File: src/rtl/freq_dwell_sequencer.sv
// Tone sequencer: pops 4-bit frequency codes from a ring buffer and holds each
// one for a programmable dwell, with an arbitrated host readback over the ring's random port.
module freq_dwell_sequencer #(
    parameter int DWELL_W  = 16,
    parameter int RAND_TMO = 8
) (
    input  logic               clk,
    input  logic               rst,
    input  logic               enable,
    input  logic [DWELL_W-1:0] dwell_len,
    input  logic [3:0]         ring_dout,
    input  logic               ring_ready,
    input  logic [6:0]         ring_index,
    input  logic [7:0]         ring_count,
    output logic               ring_rd_en,
    output logic [6:0]         rand_rd_addr,
    output logic               rand_rd_en,
    input  logic               rand_rd_valid,
    output logic [3:0]         freq_code,
    output logic [6:0]         freq_index,
    output logic               freq_valid,
    output logic               freq_strobe,
    input  logic [6:0]         host_addr,
    input  logic               host_req,
    output logic [3:0]         host_data,
    output logic               host_ack,
    output logic               host_err,
    output logic               err_empty
);

    localparam logic [1:0] IDLE  = 2'd0;
    localparam logic [1:0] WAIT  = 2'd1;
    localparam logic [1:0] LATCH = 2'd2;
    localparam logic [1:0] DWELL = 2'd3;

    localparam logic [1:0] H_IDLE  = 2'd0;
    localparam logic [1:0] H_PEND  = 2'd1;
    localparam logic [1:0] H_ISSUE = 2'd2;
    localparam logic [1:0] H_WAIT  = 2'd3;

    localparam int TMO_W = $clog2(RAND_TMO + 1);

    logic [1:0]         state, state_nxt;
    logic [1:0]         hstate;
    logic [DWELL_W-1:0] dwell_cnt;
    logic [DWELL_W-1:0] dwell_load;
    logic [6:0]         haddr;
    logic [TMO_W-1:0]   tmo_cnt;
    logic               ring_has;
    logic               host_busy;
    logic               host_go;

    assign ring_has   = (ring_count != '0);
    assign host_busy  = (hstate == H_ISSUE) || (hstate == H_WAIT);
    assign dwell_load = (dwell_len < DWELL_W'(2)) ? DWELL_W'(2) : dwell_len;
    // Random reads may only start where they cannot overlap a LATCH on the shared ring_dout.
    assign host_go    = (state == IDLE) || ((state == DWELL) && (dwell_cnt >= DWELL_W'(3)));

    assign ring_rd_en   = (state == LATCH);
    assign rand_rd_en   = (hstate == H_ISSUE);
    assign rand_rd_addr = rand_rd_en ? haddr : '0;

    always_comb begin
        state_nxt = state;
        case (state)
            IDLE:  if (enable && ring_has) state_nxt = WAIT;
            WAIT: begin
                if (!enable || !ring_has)
                    state_nxt = IDLE;
                else if (ring_ready && !rand_rd_valid && !host_busy)
                    state_nxt = LATCH;
            end
            LATCH: state_nxt = DWELL;
            DWELL: if (dwell_cnt <= DWELL_W'(1)) state_nxt = (enable && ring_has) ? WAIT : IDLE;
            default: state_nxt = IDLE;
        endcase
    end

    always_ff @(posedge clk) begin
        if (rst) begin
            state       <= IDLE;
            dwell_cnt   <= '0;
            freq_code   <= '0;
            freq_index  <= '0;
            freq_valid  <= 1'b0;
            freq_strobe <= 1'b0;
            err_empty   <= 1'b0;
        end else begin
            state       <= state_nxt;
            freq_strobe <= (state == LATCH);
            err_empty   <= (state == IDLE) && enable && !ring_has;
            if (state == LATCH) begin
                freq_code  <= ring_dout;
                freq_index <= ring_index;
                dwell_cnt  <= dwell_load;
                freq_valid <= 1'b1;
            end else if (state == DWELL) begin
                dwell_cnt <= dwell_cnt - DWELL_W'(1);
            end
            if (state_nxt == IDLE) freq_valid <= 1'b0;
        end
    end

    always_ff @(posedge clk) begin
        if (rst) begin
            hstate    <= H_IDLE;
            haddr     <= '0;
            tmo_cnt   <= '0;
            host_data <= '0;
            host_ack  <= 1'b0;
            host_err  <= 1'b0;
        end else begin
            host_ack <= 1'b0;
            host_err <= 1'b0;
            case (hstate)
                H_IDLE: if (host_req) begin
                    haddr  <= host_addr;
                    hstate <= H_PEND;
                end
                H_PEND: if (host_go) hstate <= H_ISSUE;
                H_ISSUE: begin
                    tmo_cnt <= '0;
                    hstate  <= H_WAIT;
                end
                H_WAIT: begin
                    if (rand_rd_valid) begin
                        host_data <= ring_dout;
                        host_ack  <= 1'b1;
                        hstate    <= H_IDLE;
                    end else if (tmo_cnt == TMO_W'(RAND_TMO - 1)) begin
                        host_data <= '0;
                        host_ack  <= 1'b1;
                        host_err  <= 1'b1;
                        hstate    <= H_IDLE;
                    end else begin
                        tmo_cnt <= tmo_cnt + TMO_W'(1);
                    end
                end
                default: hstate <= H_IDLE;
            endcase
        end
    end

endmodule

File: config.mk
export PLATFORM = sky130hd
export DESIGN_NAME = freq_dwell_sequencer
export DESIGN_NICKNAME = d
export VERILOG_FILES = /design/src/rtl/freq_dwell_sequencer.sv
export SDC_FILE = /design/constraint.sdc
export NUM_CORES = 1
export LEC_CHECK = 0
export ABC_CLOCK_PERIOD_IN_PS = 2500
export CAP_MARGIN = 20
export CORE_ASPECT_RATIO = 1.75
export CORE_MARGIN = 4
export CORE_UTILIZATION = 47
export DETAILED_ROUTE_END_ITERATION = 10
export GPL_TIMING_DRIVEN = 0
export PLACE_DENSITY = 0.8
export SETUP_SLACK_MARGIN = 0.02
export SYNTH_ARGS = -nofsm -noshare
export SYNTH_HDL_FRONTEND = slang
export SYNTH_SLANG_ARGS = --single-unit
File: constraint.sdc
create_clock -name clk -period 2.5 [get_ports clk]
set_input_delay 0.5 -clock clk [delete_from_list [all_inputs] [get_ports clk]]
set_output_delay 0.5 -clock clk [all_outputs]
set_load 0.05 [all_outputs]
==> results.py <==
metrics = {
    "synth": {
        "synthCells": 308,
        "syn_nets": 365,
        "syn-cell-area_um2": 2530,
        "synth_area_leaders": "dfxtp_1, a21oi_1, nand2_1",
        "yosys.area.top_type": "dfxtp_1",
        "avgSynthCellArea_um2": 8.21,
        "synth_edf_count": 0,
        "synth.distinct_cells": 53,
        "seq_area_frac_synth_pct": 40.4,
        "yosys-top-cells-count": "dfxtp_1, nand2_1, a21oi_1",
        "async_reset_ff_share_pct": 0,
        "ys_seq_elements": 51,
        "synth_warnings": 0,
        "yosysMostFrequentCell": "dfxtp_1",
        "ys.flop_type": "dfxtp_1",
        "netlist.area_leader.share_pct": 40.4,
    },
    "setup_path": {
        "rrSetupSlack_ns": 0.21,
        "crit_fanout": 10,
        "cp.required_ns": 2.00,
        "path_cells": "nand2b_2 -> clkinvlp_4 -> clkbuf_2 -> clkdlybuf4s15_2",
        "r2r-start": "dwell_cnt[0]",
        "slowest_delay_ns": 0.49,
        "crit_buf_inv": 3,
        "arrival_ns": 1.85,
        "startpoint_type": "flop",
        "cp_top_family": "buffers and inverters",
        "worstSetupPathType": "flop to primary output",
        "slowest_stage": "dfxtp_1",
        "critPathCaptureType": "primary output",
        "crit_cells": 4,
        "r2r_cells": 6,
        "timing.rr.end": "dwell_cnt[14]",
    },
    "die": {
        "dieHeight_um": 105,
        "start_util_pct": 48.1,
        "die_area_um2": 6660,
        "die_x_um": 63.4,
        "rows": 35,
        "num_io_pins": 77,
        "fp.coreArea_um2": 5260,
    },
    "timing": {
        "whs_ns": 0.453,
        "rsz0062_at_grt": "false",
        "final-hold-violation-count": 0,
        "slew-limit-headroom_pct": 42.6,
        "finalMaxSlewViolations": 0,
        "max_freq_mhz": 426,
        "setup_viol": 0,
        "clock_skew_ns": 0.00718,
        "worst_pin_slew_ns": 0.860,
        "finalCritPeriodShare_pct": 93.9,
        "final.min_clock_period_ns": 2.35,
    },
    "layout": {
        "layout.nets": 446,
        "layout-drive-gt1-share_pct": 7.95,
        "final_area_um2": 3470,
        "num_antenna_cells": 0,
        "n_fill_cell": 453,
        "area_delta_synth_final_pct": 37.4,
        "final_util_pct": 66.1,
    },
    "run_status": {
        "status": "finished, final reports clean",
    },
    "clock_network": {
        "clock_sinks": 51,
        "cts_tree": "yes",
        "tritoncts.num_buffers": 5,
        "cts_root_buf": "clkbuf_8",
        "cts-resized-gates": 24,
        "cts_max_path_buffers": 2,
        "postCtsHoldBufs": 0,
        "clk_pin_slew_ns": 0.09,
        "clock_latency_ns": 0.30,
        "htreeDepth": 2,
        "post_cts_buffers": 0,
    },
    "global_route": {
        "overflow": 0,
        "grt_pass1_vias": 2601,
        "grt_max_degree": 16,
        "grt_pass1_wl_um": 12100,
        "antenna_found_initial": 0,
        "grt_use_total_pct": 22.6,
    },
    "placement": {
        "numPortBuffers": 74,
        "hpwl_um": 5560,
        "gp_congestion": 0.887,
        "dpl_cell_area_um2": 3340,
    },
    "detailed_routing": {
        "avgRoutedWirePerCell_um": 16.6,
        "num_vias": 2636,
        "drt_iter0_markers": 184,
        "dr.pass1.iters": 4,
        "wirelength_um": 7370,
        "ant_nets": 0,
        "route.detailed.drc": 0,
        "vias_per_cell": 5.92,
    },
    "power_and_ir_drop": {
        "vdd_drop_max_mv": 0.425,
        "leakage_nw": 1.24,
        "p_per_area_nw_per_um2": 598,
    },
    "min_path": {
        "hold_start": "haddr[6]",
        "holdPathEnd": "haddr[6]",
        "hold_depth": 2,
        "hp-class": "flop to flop",
    },
    "flow_run": {
        "cap_violations": 0,
    },
}
[worst min-delay path, stage by stage, from the launching register on]
cell	delay, ns
dfxtp_1	0.31
nand2_1	0.05
a21oi_1	0.05
[kinds of logic (layout without fill, tap and decap cells)]
logic type,Yosys count,count (layout),synth area share [%]
and+or+nand+nor,139,139,29.9
AOI/OAI and AO/OA,80,80,19.7
DFF,51,51,40.4
buffers and inverters,25,107,4.06
adders and majority gates,9,9,4.46
xor gates and xnor gates,2,2,0.693
muxes,2,2,0.792
[where the power goes]
part / total [mW] / switching, mW / internal [mW]
Sequential: 0.908 / 0.0441 / 0.864
Combinational: 0.573 / 0.337 / 0.236
Clock: 0.594 / 0.270 / 0.324
Total: 2.08 / 0.652 / 1.42
[flip-flops by register name, indices dropped and copies added, names as in the netlist]
signal / flops
state: 2
freq_index: 7
freq_code: 4
freq_strobe: 1
host_data: 4
host_ack: 1
err_empty: 1
freq_valid: 1
hstate: 2
tmo_cnt: 4
host_err: 1
haddr: 7
dwell_cnt: 16
[layout make-up]
type | count | area (um^2) | area share (%)
inverters | 8 | 33.8 | 0.973
clock buffers | 6 | 82.6 | 2.38
well taps | 55 | 68.8 | 1.98
flip-flops and latches | 51 | 1020 | 29.4
repair buffers | 74 | 751 | 21.6
multi-input cells | 232 | 1410 | 40.5
plain buffers | 17 | 75.1 | 2.16
clock inverters | 2 | 35.0 | 1.01
[worst max-delay path by stage]
stage / slack [ns] / to / from
6_report: 0.15 / ring_rd_en / state[0]
5_1_grt: 0.04 / ring_rd_en / state[0]
4_1_cts: 0.03 / ring_rd_en / state[0]
3_5_place_dp: -0.06 / ring_rd_en / state[0]
3_3_place_gp: -0.06 / ring_rd_en / state[0]
2_1_floorplan: 0.38 / rand_rd_addr[0] / hstate[0]
[routing by layer]
| layer | vias up | GRT usage (%) | wire length [um] |
|---|---|---|---|
| met3 | 23 | 5.27 | 414 |
| li1 | 1283 | - | - |
| met4 | 0 | 11.6 | 250 |
| met5 | - | 0 | 0 |
| met1 | 1217 | 22.9 | 2710 |
| met2 | 113 | 41.8 | 3990 |
[cell usage in the layout (no fill, tap or decap), types with 8 or more instances in the layout]
cell	count
nor2_1	16
clkdlybuf4s15_2	8
dfxtp_1	51
nor4_1	8
clkbuf_1	11
a21oi_1	36
nand2_1	42
clkdlybuf4s50_1	66
nor2b_1	8
o21ai_0	13
nand3_1	17
ha_1	9
[metrics by stage]
step / cells / setup slack, ns / power [mW] / TNS, ns
2_1_floorplan: 308 / 0.380 / 1.28 / 0
3_3_place_gp: 437 / -0.0575 / 1.48 / -0.0575
3_5_place_dp: 437 / -0.0562 / 1.49 / -0.0562
4_1_cts: 445 / 0.0289 / 2.09 / 0
5_1_grt: 445 / 0.0373 / 2.18 / 0
6_report: 445 / 0.154 / 2.08 / 0
(Power assumes the default switching activity.)
